**config.mk**
```make
export PLATFORM = sky130hd
export DESIGN_NAME = alu_result_fifo
export DESIGN_NICKNAME = d
export VERILOG_FILES = /design/src/rtl/alu_result_fifo.sv
export SDC_FILE = /design/constraint.sdc
export NUM_CORES = 1
export LEC_CHECK = 0
export CAP_MARGIN = 15
export CORE_ASPECT_RATIO = 0.7
export CORE_MARGIN = 2
export CORE_UTILIZATION = 50
export DETAILED_ROUTE_END_ITERATION = 6
export PLACE_DENSITY = 0.69
export RECOVER_POWER = 100
export SYNTH_ARGS = -nofsm -noshare
export SYNTH_HDL_FRONTEND = slang
export SYNTH_SLANG_ARGS = --single-unit
```
**constraint.sdc**
```tcl
create_clock -name clk -period 3.2 [get_ports clk]
set_clock_uncertainty 0.1 [all_clocks]
set_input_delay 0.48 -clock clk [delete_from_list [all_inputs] [get_ports clk]]
set_output_delay 0.48 -clock clk [all_outputs]
set_load 0.01 [all_outputs]
```
**src/rtl/alu_result_fifo.sv**
```systemverilog
// Result buffer behind the ALU: captures q/out_vld into a DEPTH-entry FWFT FIFO
// with a valid/ready drain port. Define ALU_RES_FIFO_STATS_EN to add drop_cnt.

module alu_result_fifo_entry #(
  parameter int DW = 8
) (
  input  logic          clk,
  input  logic          we,
  input  logic [DW-1:0] d,
  output logic [DW-1:0] q
);
  // Storage only; contents are deliberately left unreset.
  always_ff @(posedge clk)
    if (we) q <= d;
endmodule

module alu_result_fifo #(
  parameter int DEPTH = 8,
  parameter int DW    = 8
) (
  input  logic                     clk,
  input  logic                     reset_n,
  input  logic [DW-1:0]            in_data,
  input  logic                     in_vld,
  output logic [DW-1:0]            m_data,
  output logic                     m_valid,
  input  logic                     m_ready,
  output logic [$clog2(DEPTH):0]   level,
  output logic                     full,
  output logic                     ovf,
  input  logic                     clr_ovf
`ifdef ALU_RES_FIFO_STATS_EN
  , output logic [15:0]            drop_cnt
`endif
);
  localparam int AW = $clog2(DEPTH);
  localparam int LW = AW + 1;

  typedef struct packed {
    logic          vld;
    logic [DW-1:0] data;
  } res_req_t;

  res_req_t                  req;
  logic [AW-1:0]             wr_ptr, rd_ptr;
  logic [LW-1:0]             level_q;
  logic [DEPTH-1:0][DW-1:0]  mem;
  logic [DEPTH-1:0]          we;
  logic                      push, pop, drop;

  assign req = '{vld: in_vld, data: in_data};

  // Status is decoded from the registered level only, so no input reaches it.
  assign level   = level_q;
  assign full    = (level_q == LW'(DEPTH));
  assign m_valid = (level_q != '0);
  assign m_data  = mem[rd_ptr];

  assign pop  = m_valid & m_ready;
  assign push = req.vld & (~full | pop);
  assign drop = req.vld & full & ~pop;

  for (genvar i = 0; i < DEPTH; i++) begin : g_ent
    assign we[i] = push & (wr_ptr == AW'(i));
    alu_result_fifo_entry #(.DW(DW)) u_ent (
      .clk (clk),
      .we  (we[i]),
      .d   (req.data),
      .q   (mem[i])
    );
  end

  always_ff @(posedge clk or negedge reset_n) begin
    if (!reset_n) begin
      wr_ptr  <= '0;
      rd_ptr  <= '0;
      level_q <= '0;
    end else begin
      if (push) wr_ptr <= wr_ptr + AW'(1);
      if (pop)  rd_ptr <= rd_ptr + AW'(1);
      case ({push, pop})
        2'b10:   level_q <= level_q + LW'(1);
        2'b01:   level_q <= level_q - LW'(1);
        default: level_q <= level_q;
      endcase
    end
  end

  // A drop in the same cycle as clr_ovf keeps the flag set.
  always_ff @(posedge clk or negedge reset_n) begin
    if (!reset_n)     ovf <= 1'b0;
    else if (drop)    ovf <= 1'b1;
    else if (clr_ovf) ovf <= 1'b0;
  end

`ifdef ALU_RES_FIFO_STATS_EN
  always_ff @(posedge clk or negedge reset_n) begin
    if (!reset_n)
      drop_cnt <= '0;
    else if (clr_ovf)
      drop_cnt <= drop ? 16'd1 : 16'd0;
    else if (drop && drop_cnt != 16'hFFFF)
      drop_cnt <= drop_cnt + 16'd1;
  end
`endif

endmodule

```
# Yosys cells after proc, flatten, opt, wreduce, memory -nomap -nowiden
# Cells that the tools add are included.
[totals] regBits=75 output_inout_bits=15
[op_classes] addsub=4 n_lt_le_gt_ge=1 n_eq_ne=10 n_mux=5 n_bitwise=15 n_reduce_logical=4
[op_table] op="$bmux W8 S3" n=1
[op_table] op="$and A1 B1 Y1" n=12
[op_table] op="$eq A3 B3 Y1 const B" n=4
[op_table] op="$mux W8" n=1
[op_table] op="$pmux W4 S2" n=1
[op_table] op="$add A3 B1 Y3 const B" n=2
[op_table] op="$eq A3 B2 Y1 const B" n=2
[op_table] op="$add A4 B1 Y4 const B" n=1
[op_table] op="$eq A4 B4 Y1 const B" n=1
[op_table] op="$lt A3 B4 Y1 const B" n=1
[op_table] op="$reduce_bool A2 Y1" n=2
[op_table] op="$reduce_bool A4 Y1" n=1
[op_table] op="$sub A4 B1 Y4 const B" n=1
[op_table] op="$eq A3 B1 Y1 const B" n=1
[op_table] op="$logic_not A3 Y1" n=1
[op_table] op="$eq A2 B1 Y1 const B" n=1
[op_table] op="$eq A2 B2 Y1 const B" n=1
[op_table] op="$mux W1" n=2
[op_table] op="$not A1 Y1" n=2
[op_table] op="$or A1 B1 Y1" n=1

# Logic depth before layout (Yosys ltp)
[depth] word_depth=6 depth_mapped=8 mapped_depth_nobuf=7

# Cells and area by module
# A second synthesis with hierarchy kept.
[unflattened] cells_unflattened=168 area_unflattened_um2=3209.3
[by_module_without_submodules] module="alu_result_fifo_entry" instances=8 cells_per_inst=8 area_each_um2=240.2 seq_area_each_um2=240.2
[by_module_without_submodules] module="alu_result_fifo" instances=1 cells_per_inst=104 area_each_um2=1287.5 seq_area_each_um2=275.3

# Worst setup path after synthesis
# OpenSTA, ideal clock, no wires.
[synth_path] path_kind="reg-to-reg" start="register level_q[0] (netlist: level[0])" end="register level_q[2] (netlist: level[2])" t_arrival_ps=2204 required_ps=3033 path_slack_ps=830 stages_incl_launch_ff=9 cell_sequence="dfrtp_1 > or4_1 > buf_2 > nand2b_1 > o21ai_0 > ha_1 > or3b_2 > a21oi_1 > o311a_1"
[synth_via] elab_chain_len=6
[synth_rtl] element="from (decl)" line_no="46" text="logic [LW-1:0] level_q;"
[synth_rtl] element="from (signal assigned)" line_no="82" text="2'b10: level_q <= level_q + LW'(1);"
[synth_rtl] element="from (signal assigned)" line_no="83" text="2'b01: level_q <= level_q - LW'(1);"
[synth_rtl] element="from (signal assigned)" line_no="84" text="default: level_q <= level_q;"
[synth_rtl] element="$reduce_bool A4 Y1 *" line_no="56" text="assign m_valid = (level_q != '0);"
[synth_rtl] element="via m_valid" line_no="26" text="output logic m_valid,"
[synth_rtl] element="$and A1 B1 Y1 *" line_no="59" text="assign pop = m_valid & m_ready;"
[synth_rtl] element="$or A1 B1 Y1" line_no="60" text="assign push = req.vld & (~full | pop);"
[synth_rtl] element="$and A1 B1 Y1" line_no="60"
[synth_rtl] element="$eq A2 B1 Y1 / $eq A2 B2 Y1 (equally long branches)" line_no="81" text="case ({push, pop})"
[synth_rtl] element="$pmux W4 S2 / $reduce_bool A2 Y1 (equally long branches)"
# The timed path passes the listed nets; every way through them passes the cells marked *.
# A chain may end at the register's enable or synchronous reset.

# Worst setup path after layout
[layout_path] start="register rd_ptr[1]" end="output m_data[3]"
[layout_via] elab_chain_len=2
[layout_rtl] element="from (decl)" line_no="45" text="logic [AW-1:0] wr_ptr, rd_ptr;"
[layout_rtl] element="from (signal assigned)" line_no="80" text="if (pop) rd_ptr <= rd_ptr + AW'(1);"
[layout_rtl] element="$bmux W8 S3" line_no="57" text="assign m_data = mem[rd_ptr];"
[layout_rtl] element="$mux W8 (not written as such)" line_no="57"
[layout_rtl] element="to (decl)" line_no="25" text="output logic [DW-1:0] m_data,"
# No other way between the ends. The select of a mux whose other input is x is not followed.

==> reports/metrics.csv <==
metric,value,unit
run status,"complete, no violations",
Fill cells,456,
critical path peak fanout,18,
crit path max-delay cell type,dfrtp_1,
Leakage,1.35,nW
Power Total,3.25,mW
CTS tree,built,
Rel. slew slack,47.8,%
kind of critical path,reg -> out,
worst min-delay path class,reg -> reg,
Post-Synthesis Cell Area,3280,um2
final setup violation count,0,
vias per inst,5.74,
hold buffer count at CTS,0,
grt ovf,0,
Post-Layout Cell Count,291,
Nets,229,
switching power,990,uW
Root Buffer,clkbuf_8,
Setup TNS Final,0,ps
RSZ-0062 raised after global routing,no,
Die X,101,um
final hold vios,0,
pins over their slew limit,0,
Worst IR Drop VDD,0.380,mV
Clock Power Share,21.8,%
WL/cell,20.8,um
routability cong.,0.879,
Async SR Flop Fraction,14.7,%
TritonCTS Sinks,75,
cell area after layout,3770,um2
minimum clock period,3060,ps
"most common cell after layout, fill and taps aside",edfxtp_1,
Netlist cell types,33,
Chip Height,71.8,um
starting density of the core,52.3,%
clock slew at reported path FFs,80,ps
fin worst setup slack,136,ps
core footprint,6280,um2
slew of the pin with the lowest slew margin,783,ps
max frequency,0.326,GHz
multi-input gate area in the final layout,968,um2
sequential share of power,44.3,%
Placement Cell Area,3580,um2
crit end category,output port,
"Seq/Total Area, Yosys",66.9,%
routed vias,1670,
CTS buffer count,9,
DR pass1 iterations,4,
layout cells sized above 1,17.8,%
Sw Ratio,30.5,%
Clock H-tree levels,3,
critical path launch point type,flip-flop,
initial antenna violation count,0,
Worst-Skew Late Latency,340,ps
Antenna Cells,0,
Total GRT Usage,18.1,%
Routed WL,6.05,mm
Avg Inst Size Synth,18.5,um2
"Setup Fix Bufs, Post-CTS",0,
Initial DRC Count,119,
flip-flop and latch area,2200,um2
Crit path largest cell delay,860,ps
pre-CTS WS,452,ps
#FFs+latches synth,75,
clock buffer depth,2,
DP HPWL,3.96,mm
Post-synth EDFFs,64,
P_int,2.26,mW
Routed Antenna Nets,0,
Buf/Inv on CP,1,
Post-Synthesis Cells,178,
Resize count post-CTS,0,
CP Cell Sequence,mux4_2 > mux2_2 > dlygate4sd3_1,
PD cells,861,nW/um2
IO Pins,28,
Comb pwr share,33.9,%
most frequent cells in the layout,"edfxtp_1 (64), dlygate4sd3_1 (18), dfrtp_1 (11), mux2_2 (10), clkbuf_8 (10)",
port bufs,27,
number of global-route vias before repair,1705,
max_cap viols,0,
first-pass GRT wire length,9.33,mm
"Req. time, crit path",2620,ps
Layout area overhead,14.9,%
Worst EP arrival,2480,ps
DRC,0,
Cells after DPL,275,
Die ar.,7240,um2
Cell Rows,24,
total number of yosys warnings,0,
"delay-heaviest family, CP",flip-flops,
final period utilization,95.8,%
Synth Net Count,199,
pin count of the biggest net entering global routing,19,
prevailing post-synth register cell,edfxtp_1,
==> worst paths after layout <==
kind                       slack [ps]        end  cells past startpoint  startpoint
max                               140  m_data[3]                      3   rd_ptr[1]
min                               440        ovf                      2         ovf
max reg2reg                       710   level[2]                      7    level[1]
min reg2reg                       440        ovf                      2         ovf
max in group asynchronous        2160        ovf                      1     reset_n
min in group asynchronous         460   level[2]                      1     reset_n
==> area by class of cell <==
| class | instances | share of cell area (%) |
|---|---|---|
| multi-input cells | 86 | 25.7 |
| inverters | 6 | 0.597 |
| clock inverters | 4 | 1.33 |
| well taps | 78 | 2.59 |
| clock buffers | 12 | 3.85 |
| flip-flops and latches | 75 | 58.2 |
| repair buffers | 30 | 7.76 |
==> cell usage after synthesis (2+ instances only) <==
library cell / count / share of area [%]
mux4_2: 9 / 6.2
and2_1: 3 / 0.57
and3b_1: 2 / 0.53
ha_1: 8 / 3.0
o21ai_0: 3 / 0.46
xnor2_1: 5 / 1.3
clkbuf_8: 3 / 1.3
mux2i_1: 5 / 1.5
nand4b_1: 2 / 0.53
mux2_2: 10 / 3.4
nor2_1: 2 / 0.23
buf_2: 2 / 0.30
inv_1: 6 / 0.69
edfxtp_1: 64 / 59
nand2b_1: 3 / 0.57
a211o_1: 2 / 0.53
and3_1: 6 / 1.1
mux4_1: 7 / 5.6
buf_6: 3 / 1.0
nand3_1: 2 / 0.30
dfrtp_1: 11 / 8.4
clkbuf_1: 3 / 0.34
a21oi_1: 3 / 0.46
nand2_1: 4 / 0.46
o311a_1: 2 / 0.61
==> state kept, by name, indices dropped and copies added (netlist names) <==
name / cells
level: 4
rd_ptr: 3
wr_ptr: 3
ovf: 1
g_ent.u_ent.q: 64
==> logic make-up after synthesis <==
family | after synthesis | synth area share (%)
flops | 75 | 66.9
simple gates | 29 | 5.60
mux | 31 | 16.7
xor+xnor | 5 | 1.33
buf+inv | 17 | 3.62
fa+ha+maj | 8 | 3.05
compound gates | 13 | 2.78
==> stage by stage <==
| step | util (%) | hold slack (ps) |
|---|---|---|
| 6_report | 60.1 | 437 |
| 5_1_grt | 60.1 | 466 |
| 4_1_cts | 60.1 | 396 |
| 3_5_place_dp | 57.0 | 446 |
| 3_3_place_gp | 57.0 | 418 |
| 2_1_floorplan | - | 84.4 |
==> worst min-delay path, delay by kind of cell, from the launching register on <==
| family | cells | cell delay [ps] |
|---|---|---|
| flip-flops | 1 | 380 |
| AO/OA/AOI/OAI | 1 | 70 |
| buffers and inverters | 1 | 50 |
==> layer usage <==
metal  part of all wire (%)  up-vias  track usage, %  wire length (um)
met4                    1.0        0            5.02                63
li1                       -      770               -                 -
met1                     45      840            25.4              2740
met5                      0        -               0                 0
met3                    5.9        7            4.68               358
met2                     48       53            28.6              2890
==> power groups by stage <==
stage                     Sequential [mW]  Clock [mW]  Combinational [mW]
after global placement               1.45           0                1.10
after floorplan                      1.35           0               0.838
after global routing                 1.46       0.769                1.20
after detailed placement             1.46           0                1.12
after CTS                            1.44       0.730                1.14
final                                1.44       0.710                1.10
(Power assumes the default switching activity.)
